## config.mk

```make
export PLATFORM = sky130hd
export DESIGN_NAME = icache_fill_ctrl
export DESIGN_NICKNAME = d
export VERILOG_FILES = /design/src/rtl/icache_pkg.sv /design/src/rtl/icache_line_buf.sv /design/src/rtl/icache_fill_ctrl.sv
export SDC_FILE = /design/constraint.sdc
export NUM_CORES = 1
export LEC_CHECK = 0
export CAP_MARGIN = 20
export CORE_AREA = 4 4 256 258
export DETAILED_ROUTE_END_ITERATION = 6
export DIE_AREA = 0 0 260 262
export PLACE_DENSITY_LB_ADDON = 0.3
export REMOVE_ABC_BUFFERS = 1
export SYNTH_ARGS = -nofsm -noshare
export SYNTH_HDL_FRONTEND = slang
export SYNTH_SLANG_ARGS = --single-unit
```

## constraint.sdc

```tcl
create_clock -name clk -period 17.05 [get_ports clk]
set_input_delay 1.705 -clock clk [delete_from_list [all_inputs] [get_ports clk]]
set_output_delay 1.705 -clock clk [all_outputs]
set_load 0.05 [all_outputs]
```

## src/rtl/icache_pkg.sv

```systemverilog
// Shared i-cache refill types and constants: line geometry, legal instruction window, fill FSM states.
// Pure declarations, no timing; backpressure is handled by the users of these types.
package icache_pkg;

  localparam int LINE_WORDS = 16;
  localparam int LINE_BYTES = LINE_WORDS * 4;
  localparam int OFS_W      = $clog2(LINE_BYTES);
  localparam int BEAT_W     = $clog2(LINE_WORDS);

  localparam logic [31:0] IMEM_BASE  = 32'h0001_0000;
  localparam logic [31:0] IMEM_LIMIT = 32'h0001_01FF;

  typedef enum logic [2:0] {IDLE, REQ, RECV, WRITE, ERR} fill_state_t;

  typedef logic [32*LINE_WORDS-1:0] line_t;

  function automatic logic [31:0] line_base(input logic [31:0] pc);
    return {pc[31:OFS_W], {OFS_W{1'b0}}};
  endfunction

endpackage

```

## src/rtl/icache_line_buf.sv

```systemverilog
// Beat-indexed line assembly buffer: one 32-bit word written per beat, whole line readable every cycle.
// Write visible one cycle after i_we; no backpressure, every strobed beat is stored.
module icache_line_buf
  import icache_pkg::*;
(
  input  logic              clk,
  input  logic              rst,
  input  logic              i_we,
  input  logic [BEAT_W-1:0] i_idx,
  input  logic [31:0]       i_dat,
  output line_t             o_line
);

  line_t r_line;

  always_ff @(posedge clk or posedge rst) begin
    if (rst) begin
      r_line <= '0;
    end else if (i_we) begin
      r_line[32*i_idx +: 32] <= i_dat;
    end
  end

  assign o_line = r_line;

endmodule

```

## src/rtl/icache_fill_ctrl.sv

```systemverilog
// I-cache miss/refill sequencer: miss -> mem_req next cycle, fill_we one cycle after the last beat.
// Holds mem_req until mem_gnt; fetch is stalled for the whole fill; out-of-range misses lock in ERR.
module icache_fill_ctrl
  import icache_pkg::*;
#(
  parameter int CNT_W = 16
) (
  input  logic             clk,
  input  logic             rst,
  input  logic             i_miss,
  input  logic [31:0]      i_miss_pc,
  input  logic             i_flush,
  output logic             o_mem_req,
  output logic [31:0]      o_mem_addr,
  input  logic             i_mem_gnt,
  input  logic             i_mem_rvalid,
  input  logic [31:0]      i_mem_rdata,
  output logic             o_fill_we,
  output logic [31:0]      o_fill_addr,
  output line_t            o_fill_line,
  output logic             o_stall,
  output logic             o_fill_err,
  output logic [CNT_W-1:0] o_miss_cnt
);

  localparam logic [CNT_W-1:0]  CNT_ONE  = 1;
  localparam logic [BEAT_W-1:0] BEAT_ONE = 1;
  localparam logic [BEAT_W-1:0] BEAT_LAST = BEAT_W'(LINE_WORDS - 1);

  fill_state_t       r_state;
  fill_state_t       w_next;
  logic [31:0]       r_base;
  logic [BEAT_W-1:0] r_cnt;
  logic              r_drop;
  logic              r_err;
  logic [CNT_W-1:0]  r_miss_cnt;
  logic              w_in_rng;
  logic              w_beat_we;

  assign w_in_rng  = (i_miss_pc >= IMEM_BASE) && (i_miss_pc <= IMEM_LIMIT);
  assign w_beat_we = (r_state == RECV) && i_mem_rvalid;

  always_comb begin
    w_next = r_state;
    case (r_state)
      IDLE:    if (i_miss) w_next = w_in_rng ? REQ : ERR;
      REQ:     if (i_mem_gnt) w_next = RECV;
               else if (i_flush) w_next = IDLE;
      RECV:    if (w_beat_we && (r_cnt == BEAT_LAST)) w_next = WRITE;
      WRITE:   w_next = IDLE;
      ERR:     w_next = ERR;
      default: w_next = IDLE;
    endcase
  end

  always_ff @(posedge clk or posedge rst) begin
    if (rst) begin
      r_state    <= IDLE;
      r_base     <= '0;
      r_cnt      <= '0;
      r_drop     <= 1'b0;
      r_err      <= 1'b0;
      r_miss_cnt <= '0;
    end else begin
      r_state <= w_next;
      case (r_state)
        IDLE: begin
          if (i_miss && w_in_rng) begin
            r_base <= line_base(i_miss_pc);
            if (r_miss_cnt != '1) r_miss_cnt <= r_miss_cnt + CNT_ONE;
          end else if (i_miss) begin
            r_err <= 1'b1;
          end
        end
        REQ: begin
          // A granted request must still be drained even if flushed in the same cycle.
          if (i_mem_gnt) begin
            r_cnt  <= '0;
            r_drop <= i_flush;
          end
        end
        RECV: begin
          if (w_beat_we) r_cnt <= r_cnt + BEAT_ONE;
          if (i_flush) r_drop <= 1'b1;
        end
        WRITE:   r_drop <= 1'b0;
        default: ;
      endcase
    end
  end

  icache_line_buf u_line_buf (
    .clk    (clk),
    .rst    (rst),
    .i_we   (w_beat_we),
    .i_idx  (r_cnt),
    .i_dat  (i_mem_rdata),
    .o_line (o_fill_line)
  );

  assign o_mem_req   = (r_state == REQ);
  assign o_mem_addr  = r_base;
  assign o_fill_we   = (r_state == WRITE) && !r_drop;
  assign o_fill_addr = r_base;
  assign o_stall     = (r_state != IDLE) || i_miss;
  assign o_fill_err  = r_err;
  assign o_miss_cnt  = r_miss_cnt;

endmodule
```

==> metrics.csv <==
metric;value;unit
Slew headroom;32.99;%
highest-count cells in the layout ignoring fill and taps;clkdlybuf4s50_1 (647), dfrtp_1 (562), mux2_2 (397);
Slew Limit Fails;0;
met3 wire len;5631;um
Via Count;15350;
Final min period;5.027;ns
syn avg cell area;13.75;um^2
CTS tree;yes;
P&R area growth vs syn;42.20;%
post-synthesis simple-gate area fraction;7.998;%
clk slew on worst S/H paths;0.06;ns
HP Start;u_line_buf.o_line[389]$_DFFE_PP0P_;
post-layout util;50.34;%
clock latency on the worst-skew pair;0.61;ns
CTS Buf Count;60;
DIE WIDTH;260;um
RSZ-0062 raised after global routing;no;
Gate Count Post-Synth;1621;
Tot GR Track Use;21.79;%
CP bufs+invs;5;
commonest non-fill, non-tap cell in the layout;clkdlybuf4s50_1;
reg-to-reg setup timing slack;13.17;ns
hold buffer count at cts;0;
Async S/R FF share, synth;100.0;%
Routed WL per cell;24.40;um
postcts setup bufs;0;
status;finished, final reports clean;
largest family of logic cells by synthesized area;multiplexers;
post-synthesis adder-cell area fraction;0.2245;%
Setup Skew;0.01664;ns
max frequency;0.1989;GHz
Synthesis Warnings;0;
crit start category;input pin;
EDFF count, synth;0;
number of port buffers;647;
Via-to-Cell Ratio;4.911;
max-cap violations;0;
fin nets;2302;
drt first pass iters;5;
xor and xnor area share after synthesis;0.7072;%
first-pass GRT wire length;110600;um
ys flop type;dfrtp_1;
CTS-repair resized insts;0;
Reg-to-Reg End;u_line_buf.o_line[117]$_DFFE_PP0P_;
Bufs on Longest Clock Path;3;
WS Path Type;input pin to asynchronous set/reset pin;
Unique masters post-synth;41;
met2 wire len;37860;um
total power per unit cell area;90.11;mW/mm^2
placed instance area;0.02948;mm^2
starting density of the core;35.40;%
crit-path cells;clkdlybuf4s50_1, inv_8, buf_4, buf_4, buf_4;
largest net degree at the start of global routing;117;
maximum VDD drop;0.07138;mV
# setup viols final;0;
Worst Path Required;17.64;ns
M1 wire length;29810;um
number of clock sinks;563;
CP most frequent cell;buf_4;
dpl hpwl;53070;um
uppermost layer routed;met4;
core area;0.06297;mm^2
initial DRC count;821;
final std cells w/o fill;3125;
io pins;666;
Hold EP;u_line_buf.o_line[389]$_DFFE_PP0P_;
Final TNS setup;0;ns
Top Family by Delay on Critical Path;buffers and inverters;
remaining global-route overflow;0;
design area;0.03170;mm^2
RR Startpoint;r_cnt[1]$_DFFE_PP0P_;
Inst Count DP;3012;
Detailed Route WL;76260;um
clock root buffer;clkbuf_16;
hold depth;2;
Worst EP arrival;5.62;ns
Die H;262;um
crit end category;asynchronous set/reset pin;
Synth Area in Compound Gates;2.150;%
Antenna Nets Post-Route;0;
P_leak;15.06;nW
RD Place Congestion;0.7818;
critical path's slowest cell;buf_4;
Final period util;29.49;%
Die Area;0.06812;mm^2
post-synthesis sequential area ratio;63.20;%
Post-route DRC;0;
Mapped Area;0.02229;mm^2
synthesized flop and latch total;563;
H-Tree Depth;2;
post-synthesis mux area share;22.27;%
slew at the pin closest to its max-slew limit;1.005;ns
Crit Path Max Fanout;116;
antenna violations before repair;1;
fraction of layout instances using a drive strength above 1;24.32;%
vias in the first global route;16500;
worst hold path class;register to register;
Rows;92;
Hold Vio Cnt, Final;0;
worst reg2reg path depth;9;
crit-path max cell delay;0.88;ns
## logic make-up after synthesis
logic type,count (synthesis)
flip-flops,563
buffers and inverters,152
adder cells (fa/ha/maj),4
multiplexers,441
AO/OA/AOI/OAI,91
XOR/XNOR,18
other,1
AND/OR/NAND/NOR,351
## worst max path at each step
stage | startpoint | slack [ns] | cells past startpoint | endpoint
after floorplan | rst | -0.40 | 1 | o_fill_addr[10]$_DFFE_PP0P_
after global placement | rst | 11.36 | 5 | u_line_buf.o_line[172]$_DFFE_PP0P_
after detailed placement | rst | 11.22 | 5 | u_line_buf.o_line[477]$_DFFE_PP0P_
after CTS | rst | 11.90 | 5 | u_line_buf.o_line[210]$_DFFE_PP0P_
after global routing | rst | 11.46 | 5 | u_line_buf.o_line[338]$_DFFE_PP0P_
final | rst | 12.02 | 5 | u_line_buf.o_line[475]$_DFFE_PP0P_
## stage by stage
step | hold WS (ns) | setup slack, ns | total power, mW
2_1_floorplan | 0.4709 | -0.4008 | 1.396
3_3_place_gp | 0.4639 | 11.36 | 1.433
3_5_place_dp | 0.4689 | 11.22 | 1.435
4_1_cts | 0.4823 | 11.90 | 2.891
5_1_grt | 0.4993 | 11.46 | 2.956
6_report | 0.4785 | 12.02 | 2.856
## power by group
group          internal [mW]  switching (mW)  leakage [nW]  total, mW
clock network          0.911           0.536          1.08       1.45
logic                 0.0180          0.0540          6.13     0.0720
registers               1.34        0.000341          7.85       1.34
total                   2.27           0.590          15.1       2.86
## layer usage
layer	track usage [%]	up-vias
met2	37.83	542
met1	26.25	7907
li1	-	6748
met3	5.657	150
met5	0	-
met4	7.990	0
## cell usage after synthesis (all sizes together), types with 3 or more instances
library cell | instances | area (um^2)
dfrtp | 563 | 14090
mux2 | 440 | 4955
nand2 | 168 | 640.6
buf | 88 | 525.5
o21ai | 81 | 405.4
clkbuf | 58 | 217.7
and2 | 53 | 331.6
and3 | 38 | 237.7
nor2b | 26 | 162.7
nand4 | 15 | 100.1
nor2 | 15 | 56.30
xnor2 | 15 | 131.4
nor3 | 10 | 50.05
inv | 6 | 22.52
a21oi | 5 | 25.02
nor4 | 5 | 31.28
ha | 4 | 50.05
nand3b | 3 | 22.52
xor2 | 3 | 26.28
## final cells by class
| class | instances | area [um^2] |
|---|---|---|
| Multi-Input combinational cell | 917 | 7533 |
| Tap cell | 846 | 1059 |
| Clock inverter | 26 | 495.5 |
| Timing Repair Buffer | 680 | 6764 |
| Antenna cell | 5 | 12.51 |
| Fill cell | 5370 | 31270 |
| Inverter | 6 | 30.03 |
| Sequential cell | 563 | 14090 |
| Clock buffer | 82 | 1715 |
## state kept, by name, indices dropped and copies added (netlist names)
name               flops
o_fill_addr           26
o_fill_err             1
o_miss_cnt            16
r_cnt                  4
r_drop                 1
r_state                3
u_line_buf.o_line    512
## worst register-to-register path: cells and delay by family, from the launching register on
family	cells	cell delay (ns)
adder cells (fa/ha/maj)	1	0.51
buffers and inverters	4	1.24
flip-flops	1	0.46
multiplexers	1	0.36
AND/OR/NAND/NOR	3	1.19
(Power assumes the default switching activity.)
